===== config.mk =====
export PLATFORM = sky130hd
export DESIGN_NAME = wb_stage
export DESIGN_NICKNAME = d
export VERILOG_FILES = /design/src/rtl/wb_stage.sv
export SDC_FILE = /design/constraint.sdc
export NUM_CORES = 1
export LEC_CHECK = 0
export CORE_AREA = 8 8 112 114
export CTS_CLUSTER_DIAMETER = 120
export DETAILED_ROUTE_END_ITERATION = 16
export DIE_AREA = 0 0 120 122
export GPL_TIMING_DRIVEN = 0
export PLACE_DENSITY_LB_ADDON = 0.25
export SLEW_MARGIN = 20
export SYNTH_ARGS = -nofsm -noshare
export SYNTH_HDL_FRONTEND = slang
export SYNTH_SLANG_ARGS = --single-unit

===== constraint.sdc =====
create_clock -name clk -period 5.6 [get_ports clk]
set_clock_uncertainty 0.1 [all_clocks]
set_input_delay 1.12 -clock clk [delete_from_list [all_inputs] [get_ports clk]]
set_output_delay 1.12 -clock clk [all_outputs]
set_load 0.05 [all_outputs]

===== src/rtl/wb_stage.sv =====
// wb_stage: final (write-back) stage of the scalar core.
// Holds one instruction from the memory stage in a pipeline register,
// extends load data by byte lane and drives the register file write port,
// the forwarding bus back to decode and the retire trace port.
//
// Ports:
//   clk, reset (sync, active-low)
//   ms_to_ws_valid / ws_allowin  : handshake with the memory stage
//   ms_pc, ms_gr_we, ms_dest, ms_result, ms_ld_op, ms_addr_lo : offered payload
//   wb_hold                      : external freeze, blocks retirement
//   rf_we, rf_waddr, rf_wdata    : register file write port
//   ws_fwd_valid/dest/data       : forwarding bus to decode
//   debug_wb_*                   : retire trace
module wb_stage #(
  parameter logic [31:0] PC_RESET = 32'h0000_0000
) (
  input  logic        clk,
  input  logic        reset,
  input  logic        ms_to_ws_valid,
  output logic        ws_allowin,
  input  logic [31:0] ms_pc,
  input  logic        ms_gr_we,
  input  logic [4:0]  ms_dest,
  input  logic [31:0] ms_result,
  input  logic [2:0]  ms_ld_op,
  input  logic [1:0]  ms_addr_lo,
  input  logic        wb_hold,
  output logic        rf_we,
  output logic [4:0]  rf_waddr,
  output logic [31:0] rf_wdata,
  output logic        ws_fwd_valid,
  output logic [4:0]  ws_fwd_dest,
  output logic [31:0] ws_fwd_data,
  output logic [31:0] debug_wb_pc,
  output logic [3:0]  debug_wb_rf_wen,
  output logic [4:0]  debug_wb_rf_wnum,
  output logic [31:0] debug_wb_rf_wdata
);

  localparam int unsigned XLEN = 32;
  localparam int unsigned RW   = 5;

  localparam logic [2:0] LD_LB  = 3'd1;
  localparam logic [2:0] LD_LBU = 3'd2;
  localparam logic [2:0] LD_LH  = 3'd3;
  localparam logic [2:0] LD_LHU = 3'd4;

  logic            ws_valid;
  logic [XLEN-1:0] pc;
  logic            gr_we;
  logic [RW-1:0]   dest;
  logic [XLEN-1:0] result;
  logic [2:0]      ld_op;
  logic [1:0]      addr_lo;

  logic            ws_ready_go;
  logic            retire;
  logic            writes_reg;
  logic [7:0]      ld_byte;
  logic [15:0]     ld_half;
  logic [XLEN-1:0] ext_data;

  assign ws_ready_go = !wb_hold;
  assign ws_allowin  = !ws_valid || ws_ready_go;

  // Valid bit and payload pipeline register; payload keeps stale values on bubbles.
  always_ff @(posedge clk) begin
    if (!reset) begin
      ws_valid <= 1'b0;
      pc       <= PC_RESET;
      gr_we    <= 1'b0;
      dest     <= '0;
      result   <= '0;
      ld_op    <= '0;
      addr_lo  <= '0;
    end else begin
      if (ws_allowin) begin
        ws_valid <= ms_to_ws_valid;
      end
      if (ms_to_ws_valid && ws_allowin) begin
        pc      <= ms_pc;
        gr_we   <= ms_gr_we;
        dest    <= ms_dest;
        result  <= ms_result;
        ld_op   <= ms_ld_op;
        addr_lo <= ms_addr_lo;
      end
    end
  end

  // Byte/halfword lane select and sign/zero extension of load data.
  always_comb begin
    ld_byte  = 8'h00;
    ld_half  = addr_lo[1] ? result[31:16] : result[15:0];
    ext_data = result;
    case (addr_lo)
      2'd0:    ld_byte = result[7:0];
      2'd1:    ld_byte = result[15:8];
      2'd2:    ld_byte = result[23:16];
      default: ld_byte = result[31:24];
    endcase
    case (ld_op)
      LD_LB:   ext_data = {{24{ld_byte[7]}}, ld_byte};
      LD_LBU:  ext_data = {24'h000000, ld_byte};
      LD_LH:   ext_data = {{16{ld_half[15]}}, ld_half};
      LD_LHU:  ext_data = {16'h0000, ld_half};
      default: ext_data = result;
    endcase
  end

  // Register 0 is never written, neither directly nor via forwarding.
  assign writes_reg = ws_valid && gr_we && (dest != '0);
  assign retire     = ws_valid && ws_ready_go;

  assign rf_we    = retire && writes_reg;
  assign rf_waddr = ws_valid ? dest : '0;
  assign rf_wdata = ws_valid ? ext_data : '0;

  // Forwarded data is final even while held, so forwarding ignores wb_hold.
  assign ws_fwd_valid = writes_reg;
  assign ws_fwd_dest  = rf_waddr;
  assign ws_fwd_data  = rf_wdata;

  assign debug_wb_pc       = pc;
  assign debug_wb_rf_wen   = {4{rf_we}};
  assign debug_wb_rf_wnum  = rf_waddr;
  assign debug_wb_rf_wdata = rf_wdata;

endmodule

==> run_results.csv <==
group,metric,value,unit
synth,synth_edf_count,0,
clock_tree,clock_sinks,76,
clock_tree,clockRootBuffer,"clkbuf_8",
place,numPortBuffers,227,
synth,synth_top_area_cell,"dfxtp_1",
floorplanning,die_h,122,um
routing,vias,4679,
floorplanning,die-area,14600,um^2
place,gp_congestion,0.904,
routing,drtAntennaViolNets,0,
sta,hold_violations,0,
routing,totalWireLength,16300,um
critical_path,startpoint_type,"flop",
final_layout,multiInputGateArea,2220,um^2
final_layout,area_growth,57.9,%
grt,grt_pass1_vias,4969,
critical_path,critPathKind,"reg2out",
sta,tightest_slew,0.995,ns
final_layout,antenna_cells,0,
grt,top_usage_layer,"met2",
outcome,outcome,"complete, no violations",
critical_path,critPathArrivalTime,3.31,ns
sta,drv_slew,0,
clock_tree,ctsResizeCount,0,
sta,period_share,80.9,%
worst_hold_path,hp-class,"reg2reg",
synth,ys_seq_elements,76,
clock_tree,cts_tree,"yes",
synth,synthDominantCellAreaShare,33.2,%
floorplanning,die_w,120,um
synth,netlist_area,4580,um^2
sta,rsz0062_at_grt,"false",
clock_tree,numCtsBuffers,9,
final_layout,finalNetCount,867,
grt,use_met1,21.4,%
critical_path,worstPathRequired,4.38,ns
clock_tree,post-cts-setup-buffer-count,0,
clock_tree,clk_pin_slew,0.08,ns
sta,finalSetupViolations,0,
final_layout,instances_no_fill,933,
grt,grt_max_degree,13,
final_layout,drive_gt1_share,15.1,%
synth,synth.distinct_cells,38,
place,placedCellCount,917,
place,dp_hpwl,13300,um
synth,synthesis.nets,629,
synth,syn_inst,550,
final_layout,seq_area,1520,um^2
synth,syn_area_per_cell,8.32,um^2
sta,fmax,221,MHz
routing,vias_per_cell,5.02,
routing,post_drt_wl_per_cell,17.5,um
grt,grt.overflow.total,0,
job,max_cap_violations,0,
critical_path,cp-end-kind,"output port",
grt,use_met2,38.1,%
synth,ys.flop_type,"dfxtp_1",
routing,first_pass_iters,4,
pwr,powerDensity,232,nW/um^2
sta,final.setup.tns,0,ns
grt,gr-usage-met3,10.3,%
synth,yosysSeqAreaShare,33.2,%
floorplanning,io_pins,229,
clock_tree,htree_levels,3,
synth,yosys_warnings,0,
sta,slew_headroom,33.5,%
pwr,p_leak,0.00284,uW
clock_tree,clk_path_buf_depth,2,
pwr,peakVddDrop,159,uV
routing,drtIter0Drc,200,
clock_tree,hold_buffers,0,
floorplanning,placementRows,38,
floorplanning,start_util,42.8,%
synth,synth_area_leaders,"dfxtp_1 33%, buf_4 13%, a21boi_0 12%",
final_layout,n_fill_cell,892,
clock_tree,insertion_delay,0.35,ns
floorplanning,core,10700,um^2
sta,finalCriticalPeriod,4.53,ns
synth,async_reset_ff_share,0,%
grt,grt_pass1_wl,25500,um
grt,antenna_found_initial,0,
routing,drc,0,
critical_path,worstPathMaxFanout,10,
grt,grt_usage,21.7,%
area by class of cell:
type	count	area share (%)
flip-flops and latches	76	21.1
plain buffers	123	11.5
inverters	1	0.0519
clock inverters	5	0.693
repair buffers	227	31.4
clock buffers	11	2.09
well taps	140	2.42
multi-input cells	350	30.8
cells in the mapped netlist, types with 2 or more instances:
| cell type | instances |
|---|---|
| a211oi_1 | 16 |
| o221a_2 | 7 |
| nor3b_1 | 2 |
| dfxtp_1 | 76 |
| buf_1 | 6 |
| and2_1 | 5 |
| nor2b_1 | 2 |
| a21o_1 | 8 |
| mux2i_1 | 15 |
| a21boi_0 | 76 |
| o21ai_0 | 9 |
| nand2_1 | 152 |
| buf_6 | 4 |
| buf_4 | 78 |
| o2111a_1 | 8 |
| or3_1 | 2 |
| buf_2 | 4 |
| clkbuf_1 | 27 |
| a21oi_1 | 25 |
| mux4_1 | 7 |
| clkbuf_8 | 4 |
where the power goes:
group	internal, uW	total [uW]	leakage, uW	switching (uW)
registers	572	601	0.000626	28.5
clock network	227	432	0.000109	205
logic	261	646	0.00211	385
worst paths after layout:
check,startpoint,endpoint,slack [ns],cells past startpoint
setup / recovery,ld_op[1],rf_wdata[20],1.07,7
hold / removal,debug_wb_pc[15],debug_wb_pc[15],0.37,2
setup reg to reg,ws_valid,result[19],3.59,6
hold reg to reg,debug_wb_pc[15],debug_wb_pc[15],0.37,2
placed cells by master, fill, tap and decap left out, types with 5 or more instances in the layout:
master / count
a21o_1: 8
a21boi_0: 76
and2_1: 5
clkdlybuf4s50_1: 227
dfxtp_1: 76
o2111a_1: 8
buf_4: 78
a21oi_1: 25
a211oi_1: 16
mux4_1: 7
buf_1: 6
o21ai_0: 9
mux2i_1: 15
clkbuf_8: 15
clkbuf_1: 27
nand2_1: 152
o221a_2: 7
cell families (layout without fill, tap and decap cells):
| group | count (synthesis) | after routing | synth area share [%] |
|---|---|---|---|
| mux | 24 | 24 | 8.03 |
| flops | 76 | 76 | 33.2 |
| simple gates | 169 | 169 | 14.9 |
| buf+inv | 124 | 367 | 18.2 |
| compound gates | 156 | 156 | 25.4 |
| xor+xnor | 1 | 1 | 0.191 |
layer usage:
metal	share of wire, %	vias up
met5	0	-
met4	2.6	0
met3	12	27
met2	49	221
met1	36	2156
li1	-	2275
registers in the layout (all words and copies together), names as in the netlist:
| signal | flops |
|---|---|
| result | 32 |
| addr_lo | 2 |
| ld_op | 3 |
| ws_valid | 1 |
| gr_we | 1 |
| debug_wb_pc | 32 |
| dest | 5 |
critical path: stages, from the launching register on:
cell	delay [ns]
dfxtp_1	0.33
clkbuf_8	0.16
o21ai_1	0.43
clkbuf_1	0.41
a21oi_1	0.12
a211oi_1	0.50
buf_4	0.20
clkdlybuf4s50_1	0.80
per-stage QoR:
step                      area, um^2  utilization, %  total power (uW)  setup slack [ns]  hold WS (ns)
final                           7230            67.6              1680              1.07         0.367
after global routing            7230            67.6              1750             0.888         0.393
after CTS                       7230            67.6              1690              1.06         0.367
after detailed placement        7030            65.7              1260              1.47         0.359
after global placement          7030            65.7              1250              1.53         0.351
after floorplan                 4580               -              1030              1.54         0.344
Power figures use the tool's default switching activity.
